File: config.mk
export PLATFORM = sky130hd
export DESIGN_NAME = fpu_cast_scheduler
export DESIGN_NICKNAME = d
export VERILOG_FILES = /design/src/rtl/fpu_cast_scheduler.sv
export SDC_FILE = /design/constraint.sdc
export NUM_CORES = 1
export LEC_CHECK = 0
export CAP_MARGIN = 10
export CORE_ASPECT_RATIO = 1.75
export CORE_MARGIN = 2
export CORE_UTILIZATION = 55
export CTS_CLUSTER_DIAMETER = 200
export DETAILED_ROUTE_END_ITERATION = 16
export GPL_TIMING_DRIVEN = 0
export HOLD_SLACK_MARGIN = 0.12
export PLACE_DENSITY_LB_ADDON = 0.15
export SKIP_LAST_GASP = 1
export SLEW_MARGIN = 15
export SYNTH_ARGS = -nofsm -noshare
export SYNTH_HDL_FRONTEND = slang
export SYNTH_SLANG_ARGS = --single-unit
File: constraint.sdc
create_clock -name clk -period 9.16 [get_ports clk]
set_input_delay 1.832 -clock clk [delete_from_list [all_inputs] [get_ports clk]]
set_output_delay 1.832 -clock clk [all_outputs]
set_load 0.01 [all_outputs]
File: src/rtl/fpu_cast_scheduler.sv
// fpu_cast_scheduler
//   Shares one combinational 32-bit integer -> IEEE-754 single-precision cast
//   (round-to-nearest, ties-to-even) between two requesters. One operation is
//   in flight at a time: IDLE grants and captures an operand, CONVERT waits
//   EXTRA_CYCLES cycles and then registers the cast, and RESPOND holds the
//   result until the owning requester takes it. When both requesters are
//   valid, the grant alternates between them.
//
// Ports
//   clk                           rising-edge clock
//   clr                           asynchronous active-low reset
//   req_valid[1:0]                requester i presents an operand
//   req_ready[1:0]                requester i's operand is accepted this cycle
//   req_operand0, req_operand1    32-bit integer operands
//   req_signed[1:0]               1 = two's complement, 0 = unsigned
//   resp_valid[1:0]               result available for requester i
//   resp_ready[1:0]               requester i takes the result
//   resp_result[31:0]             shared single-precision result
//   busy                          high whenever the block is not idle
module fpu_cast_scheduler #(
  parameter int unsigned EXTRA_CYCLES = 0   // legal range 0..7
) (
  input  logic        clk,
  input  logic        clr,
  input  logic [1:0]  req_valid,
  output logic [1:0]  req_ready,
  input  logic [31:0] req_operand0,
  input  logic [31:0] req_operand1,
  input  logic [1:0]  req_signed,
  output logic [1:0]  resp_valid,
  input  logic [1:0]  resp_ready,
  output logic [31:0] resp_result,
  output logic        busy
);

  typedef enum logic [1:0] {IDLE, CONVERT, RESPOND} state_t;

  state_t      state_reg, state_next;
  logic        owner_reg, owner_next;
  logic        last_owner_reg, last_owner_next;
  logic        sgn_reg, sgn_next;
  logic [31:0] opnd_reg, opnd_next;
  logic [31:0] result_reg, result_next;
  logic [2:0]  cnt_reg, cnt_next;

  logic [1:0]  grant;
  logic [31:0] cast_result;

  // Arbitration: a lone requester wins; on a tie the requester that was not
  // served last wins.
  always_comb begin
    grant = 2'b00;
    case (req_valid)
      2'b01:   grant = 2'b01;
      2'b10:   grant = 2'b10;
      2'b11:   grant = last_owner_reg ? 2'b01 : 2'b10;
      default: grant = 2'b00;
    endcase
  end

  // clr gates req_ready so nothing reads as accepted while reset is held,
  // even though the state register already sits in IDLE.
  generate
    for (genvar gi = 0; gi < 2; gi++) begin : g_req
      assign req_ready[gi]  = clr & (state_reg == IDLE) & grant[gi];
      assign resp_valid[gi] = (state_reg == RESPOND) & (owner_reg == 1'(gi));
    end
  endgenerate

  assign busy        = (state_reg != IDLE);
  assign resp_result = result_reg;

  // Integer -> float cast of the held operand. The magnitude is normalised so
  // its leading one lands on bit 31; bits [30:8] are the mantissa, bit 7 is
  // the guard bit and bits [6:0] fold into sticky. A rounding carry out of
  // the 24-bit significand bumps the exponent and leaves a zero mantissa.
  logic        cast_sign;
  logic [31:0] cast_mag;
  logic [4:0]  lead;
  logic [31:0] norm;
  logic        round_up;
  logic [24:0] rounded;
  logic [7:0]  cast_exp;

  always_comb begin
    cast_sign = sgn_reg & opnd_reg[31];
    cast_mag  = cast_sign ? (~opnd_reg + 32'd1) : opnd_reg;
    lead      = 5'd0;
    for (int i = 0; i < 32; i++) begin
      if (cast_mag[i]) lead = 5'(i);
    end
    norm     = cast_mag << (5'd31 - lead);
    round_up = norm[7] & ((|norm[6:0]) | norm[8]);
    rounded  = {1'b0, norm[31:8]} + {24'd0, round_up};
    cast_exp = 8'd127 + {3'd0, lead} + {7'd0, rounded[24]};
    if (cast_mag == 32'd0)
      cast_result = 32'd0;
    else
      cast_result = {cast_sign, cast_exp,
                     rounded[24] ? rounded[23:1] : rounded[22:0]};
  end

  // Next-state and datapath loads.
  always_comb begin
    state_next      = state_reg;
    owner_next      = owner_reg;
    last_owner_next = last_owner_reg;
    sgn_next        = sgn_reg;
    opnd_next       = opnd_reg;
    result_next     = result_reg;
    cnt_next        = cnt_reg;
    case (state_reg)
      IDLE: begin
        if (|req_ready) begin
          owner_next = grant[1];
          opnd_next  = grant[1] ? req_operand1 : req_operand0;
          sgn_next   = grant[1] ? req_signed[1] : req_signed[0];
          cnt_next   = 3'(EXTRA_CYCLES);
          state_next = CONVERT;
        end
      end
      CONVERT: begin
        if (cnt_reg != 3'd0) begin
          cnt_next = cnt_reg - 3'd1;
        end else begin
          result_next = cast_result;
          state_next  = RESPOND;
        end
      end
      RESPOND: begin
        // Only the owner's resp_ready completes the handshake.
        if (resp_ready[owner_reg]) begin
          last_owner_next = owner_reg;
          state_next      = IDLE;
        end
      end
      default: state_next = IDLE;
    endcase
  end

  always_ff @(posedge clk or negedge clr) begin
    if (!clr) begin
      state_reg      <= IDLE;
      owner_reg      <= 1'b0;
      last_owner_reg <= 1'b1;   // requester 0 wins the first tie
      sgn_reg        <= 1'b0;
      opnd_reg       <= 32'd0;
      result_reg     <= 32'd0;
      cnt_reg        <= 3'd0;
    end else begin
      state_reg      <= state_next;
      owner_reg      <= owner_next;
      last_owner_reg <= last_owner_next;
      sgn_reg        <= sgn_next;
      opnd_reg       <= opnd_next;
      result_reg     <= result_next;
      cnt_reg        <= cnt_next;
    end
  end

endmodule

==> results by group, run 1 <==
Outcome
  – Status: complete, but fails checks
  – Failing checks: design-rule violations

Routing
  – First DRT Iteration DRCs: 1352
  – DRT Wirelength: 42400 µm
  – Metal3 WL: 4010 µm
  – Pre-Repair DR Iteration Count: 15
  – Wire length on met1: 12400 µm
  – Post-route DRC: 1
  – Vias per inst: 7.48
  – Wire length on met2: 20500 µm
  – Post-route ant nets: 0
  – DR WL/cell: 28.7 µm
  – Uppermost layer routed: met4
  – Vias: 11.1k

Synth
  – Commonest cells post-synth: nand2_1 (129), o21ai_0 (89), nor2_1 (81), dfrtp_1 (71), mux2i_1 (60)
  – Main synth FF type: dfrtp_1
  – Synthesized net count: 1240
  – Share of flip-flops with an asynchronous set or reset: 100%
  – Cell area after synthesis: 9020 µm²
  – Share of the synthesized area in the top cell type: 19.7%
  – Top cells by area, synth: dfrtp_1 (20%), mux2i_1 (6.7%), nand2_1 (5.4%), o21ai_0 (4.9%), nor2_1 (3.4%)
  – Post-synth EDFFs: 0
  – FF+latch count, synth: 72
  – Synth area leader: dfrtp_1
  – Syn_area_per_cell: 7.77 µm²
  – Fraction of the yosys area taken by sequential cells: 20.0%
  – Yosys cell types: 113
  – Gate Count Post-Synth: 1161
  – Count leader, synth: nand2_1
  – Syn. warnings: 0

Layout
  – # fillers: 1428
  – Fin nets: 1360
  – Share of layout cells above drive strength 1: 11.0%
  – Layout area overhead: 18.1%

Worst setup path
  – Crit-path slowest cell: a311oi_1
  – WP data required: 9.42 ns
  – Startpoint types: flop
  – Worst setup EP type: flop
  – WP buf/inv: 6
  – CP Class: flop to flop
  – Slowest stage delay, CP: 0.98 ns
  – CP arrival: 8.99 ns
  – Largest delay contributor family on the critical path: compound AO/OA/AOI/OAI gates
  – Crit Path Max Fanout: 10

Clock network
  – Max H-tree Level: 3
  – Clock buffer count from CTS: 9
  – Clock root buffer: clkbuf_16
  – Post-cts resize count: 0
  – CTS tree: done
  – Clock Path Buffers: 2
  – CTS Hold Buffers Added: 0
  – Post-CTS setup buffers: 0
  – Clock Sinks: 72
  – Clock slew at reported path FFs: 0.06 ns
  – Clk_lat worst skew: 0.37 ns

STA
  – Fmax: 115 MHz
  – Slew Limit Fails: 0
  – Post-layout min period: 8.73 ns
  – Endpoints failing hold: 0
  – Setup_tns: 0 ns
  – Worst-Margin Slew: 1.17 ns
  – Final period utilization: 95.3%
  – Final setup vio count: 0
  – RSZ-0062 raised after global routing: false
  – Skew final: 0.0117 ns
  – Max-slew headroom: 21.2%

Placement
  – GPL Wtd Cong: 1.12
  – Dpl hpwl: 32800 µm
  – IO buf count: 108

Global routing
  – Largest net degree at the start of global routing: 44
  – Gr usage total: 48.5%
  – Gr ovfl total: 0
  – Vias in the first global route: 10.9k
  – Initial antenna violation count: 1
  – First-pass GRT wire length: 64800 µm

Floorplan
  – Die area: 17500 µm²
  – Initial Utilization: 55.7%
  – Die H: 173 µm
  – CORE AREA: 16200 µm²
  – # rows: 62
  – Die Span X: 101 µm
  – I/O pins: 109

Job
  – MaxCap Viol Count: 0

Hold path
  – Hold WC Path Type: flop to flop
per-layer routing:
metal  track usage (%)  up-vias
li1                  -     4744
met4              47.9        0
met2              81.0      864
met5                 0        -
met1              44.0     5043
met3              15.8      410
area by class of cell:
cell class                      count  area [µm²]  area share [%]
Antenna cell                        1        2.50          0.0235
Buffer                             92         437            4.10
Clock buffer                        9         225            2.11
Clock inverter                      7        63.8           0.599
Inverter                           20        75.1           0.704
Multi-Input combinational cell    977        6710            63.0
Sequential cell                    72        1800            16.9
Tap cell                          192         240            2.25
Timing Repair Buffer              109        1100            10.3
worst reg2reg max path, delay by kind of cell (launching register included):
family	cells	cell delay (ns)
AO/OA/AOI/OAI	9	3.46
adder cells (fa/ha/maj)	2	0.48
buffers and inverters	6	1.80
flip-flops	1	0.39
multiplexers	2	1.15
AND/OR/NAND/NOR	6	1.37
per-stage QoR:
step           instances  hold WS (ns)  instance area (µm²)  worst slack [ns]  util [%]
6_report            1479         0.476                10700             0.429      65.7
5_1_grt             1478         0.490                10700             0.149      65.7
4_1_cts             1478         0.479                10700              1.16      65.7
3_5_place_dp        1462         0.465                10400              1.17      63.9
3_3_place_gp        1461         0.460                10300              1.17      63.8
2_1_floorplan       1161         0.470                 9020              3.48         -
path summary, 6_finish.rpt:
kind,cells after the start,to,from,slack [ns]
worst max-delay path,25,resp_result[27],opnd_reg[0],0.43
worst min-delay path,1,resp_result[29],resp_result[29],0.48
worst max register to register,25,resp_result[27],opnd_reg[0],0.43
worst min register to register,1,resp_result[29],resp_result[29],0.48
max in group asynchronous,2,last_owner_reg,clr,7.16
min in group asynchronous,1,resp_result[26],clr,1.39
logic make-up after synthesis:
family	synth area share, %
AOI/OAI and AO/OA	34.7
DFF	20.0
and+or+nand+nor	26.1
xor gates and xnor gates	5.14
muxes	7.45
buffers and inverters	5.67
adders and majority gates	0.971
cell usage in the layout, fill, tap and decap left out, types with 9 or more instances in the layout:
cell,netlist,layout
nand3_1,21,21
a31oi_1,16,16
or2_2,14,14
nor4_1,19,19
a22o_1,11,11
mux2i_1,60,60
o211ai_1,15,15
nor2_1,81,81
xnor2_1,34,34
clkdlybuf4s50_1,0,107
dfrtp_1,71,71
a21o_1,11,11
xor2_1,19,19
o22ai_1,21,21
o21ai_0,89,89
clkbuf_1,55,55
a21oi_1,43,42
a211o_1,10,10
a211oi_1,29,29
clkbuf_16,0,9
nand4_1,14,14
inv_1,19,19
nor3_1,45,45
o31ai_1,18,18
and2_1,13,13
o32ai_1,14,14
o21ai_1,14,14
or3_1,9,9
nand2_1,129,129
or4_1,13,13
buf_2,22,22
Power of run 1 is left out: the tool's default activity adds up to more than one toggle a clock period on the data nets, which glitch-free logic cannot reach.
==> run 2, diff against run 1 <==
--- a/config.mk
+++ b/config.mk
@@ -7,7 +7,7 @@
 export LEC_CHECK = 0
 export CAP_MARGIN = 10
 export CORE_ASPECT_RATIO = 1.75
-export CORE_MARGIN = 2
+export CORE_MARGIN = 10
 export CORE_UTILIZATION = 55
 export CTS_CLUSTER_DIAMETER = 200
 export DETAILED_ROUTE_END_ITERATION = 16
==> run 2 against run 1 <==
  * The run now ends clean
  * Critical path depth unchanged
  * Via count decreased by 0.66%
  * Global-route usage decreased by 8.3 points
==> results by group, run 2 (synthesized netlist as in run 1, its figures left out) <==
Floorplan
  – Die Span X: 117 µm (+16%)
  – CORE AREA: 16000 µm² (-1.1%)
  – I/O pins: 109 (unchanged)
  – Die area: 22100 µm² (+27%)
  – Die H: 189 µm (+9.2%)
  – # rows: 61 (-1.6%)
  – Initial Utilization: 56.3% (+0.64 points)

Global routing
  – Vias in the first global route: 11.0k (+1.5%)
  – Initial antenna violation count: 1 (unchanged)
  – First-pass GRT wire length: 67100 µm (+3.5%)
  – Gr usage total: 40.3% (-8.3 points)
  – Gr ovfl total: 0 (unchanged)
  – Largest net degree at the start of global routing: 43 (-2.3%)

STA
  – Endpoints failing hold: 0 (unchanged)
  – Worst-Margin Slew: 1.29 ns (+0.114 ns)
  – Post-layout min period: 8.40 ns (-0.332 ns)
  – Max-slew headroom: 14.2% (-7.0 points)
  – Fmax: 119 MHz (+4.0%)
  – Setup_tns: 0 ns (unchanged)
  – Worst setup margin: 0.761 ns (+0.332 ns)
  – RSZ-0062 raised after global routing: false
  – Final period utilization: 91.7% (-3.6 points)
  – Skew final: 0.0111 ns (-0.000678 ns)
  – Final setup vio count: 0 (unchanged)
  – Slew Limit Fails: 0 (unchanged)

Worst setup path
  – WP buf/inv: 4 (-2)
  – CP arrival: 8.65 ns (-0.34 ns)
  – Crit-path slowest cell: a2bb2oi_2
  – Startpoint types: flop
  – CP Class: flop to flop
  – R2R setup slack: 0.76 ns (+0.33 ns)
  – Largest delay contributor family on the critical path: compound AO/OA/AOI/OAI gates
  – Slowest stage delay, CP: 0.84 ns (-0.14 ns)
  – Reg-to-Reg End: resp_result[29]
  – Worst reg2reg path depth: 25 (unchanged)
  – Reg-to-Reg Start: opnd_reg[0]
  – Worst setup EP type: flop
  – WP data required: 9.41 ns (about the same)
  – Crit Path Max Fanout: 10 (unchanged)

Clock network
  – CTS Hold Buffers Added: 0 (unchanged)
  – Post-cts resize count: 0 (unchanged)
  – Clock Path Buffers: 2 (unchanged)
  – Clock slew at reported path FFs: 0.07 ns (about the same)
  – Clk_lat worst skew: 0.36 ns (about the same)
  – Clock buffer count from CTS: 9 (unchanged)
  – Clock Sinks: 72 (unchanged)
  – Max H-tree Level: 3 (unchanged)
  – Post-CTS setup buffers: 0 (unchanged)
  – CTS tree: done
  – Clock root buffer: clkbuf_16

Routing
  – DR WL/cell: 30.0 µm (+4.7%)
  – Vias: 11.0k (-0.66%)
  – Post-route ant nets: 0 (unchanged)
  – Post-route DRC: 0 (-1)
  – Vias per inst: 7.44 (-0.53%)
  – Pre-Repair DR Iteration Count: 6 (-9)
  – DRT Wirelength: 44400 µm (+4.6%)
  – First DRT Iteration DRCs: 1322 (-2.2%)

Layout
  – # fillers: 1370 (-4.1%)
  – Most frequent cells in the layout: nand2_1 (129), clkdlybuf4s50_1 (107), o21ai_0 (89)
  – Share of layout cells above drive strength 1: 11.1% (+0.15 points)
  – Layout area overhead: 18.2% (about the same)
  – Most common cell after layout, fill and taps aside: nand2_1
  – Fin nets: 1361 (+0.074%)

Job
  – MaxCap Viol Count: 0 (unchanged)

Placement
  – IO buf count: 108 (unchanged)
  – GPL Wtd Cong: 1.09 (-2.6%)
  – Pre-CTS WS: 1.23 ns (+0.0563 ns)
  – Dpl hpwl: 33700 µm (+2.7%)

Hold path
  – Hold WC Path Type: flop to flop
  – HP Start: resp_result[28]
  – Min-Delay Path Depth: 1 (unchanged)
  – Worst hold path endpoint: resp_result[28]

Outcome
  – Status: completed
run 2: metal layers:
layer	global-route usage [%]	up-vias	part of all wire, %
met1	37.8	5070	30
li1	-	4735	-
met3	14.0	333	11
met2	65.9	848	48
met5	1.72	-	0.10
met4	37.5	2	11
run 2: worst max-delay path by stage:
stage               depth (start not counted)         from              end
floorplan                                  25  opnd_reg[0]  resp_result[27]
global route                               25  opnd_reg[0]  resp_result[27]
CTS                                        26  opnd_reg[0]  resp_result[29]
global placement                           26  opnd_reg[0]  resp_result[29]
finish                                     25  opnd_reg[0]  resp_result[29]
detailed placement                         26  opnd_reg[0]  resp_result[29]
run 2: layout make-up:
| type | count | area (µm²) | share of cell area [%] |
|---|---|---|---|
| inverters | 20 | 75.1 | 0.704 |
| flip-flops and latches | 72 | 1800 | 16.9 |
| repair buffers | 110 | 1100 | 10.3 |
| well taps | 189 | 236 | 2.22 |
| clock buffers | 9 | 225 | 2.11 |
| clock inverters | 7 | 62.6 | 0.587 |
| plain buffers | 92 | 437 | 4.10 |
| diodes | 1 | 2.50 | 0.0235 |
| multi-input cells | 977 | 6720 | 63.0 |
run 2: per-stage QoR:
step	std cells	instance area, µm²	utilization (%)	hold WS, ns
floorplan	1161	9020	-	0.470
global route	1476	10700	66.5	0.494
detailed placement	1459	10400	64.6	0.465
finish	1477	10700	66.5	0.477
CTS	1475	10600	66.4	0.479
global placement	1458	10300	64.5	0.459
Power of run 2 is left out for the same reason.
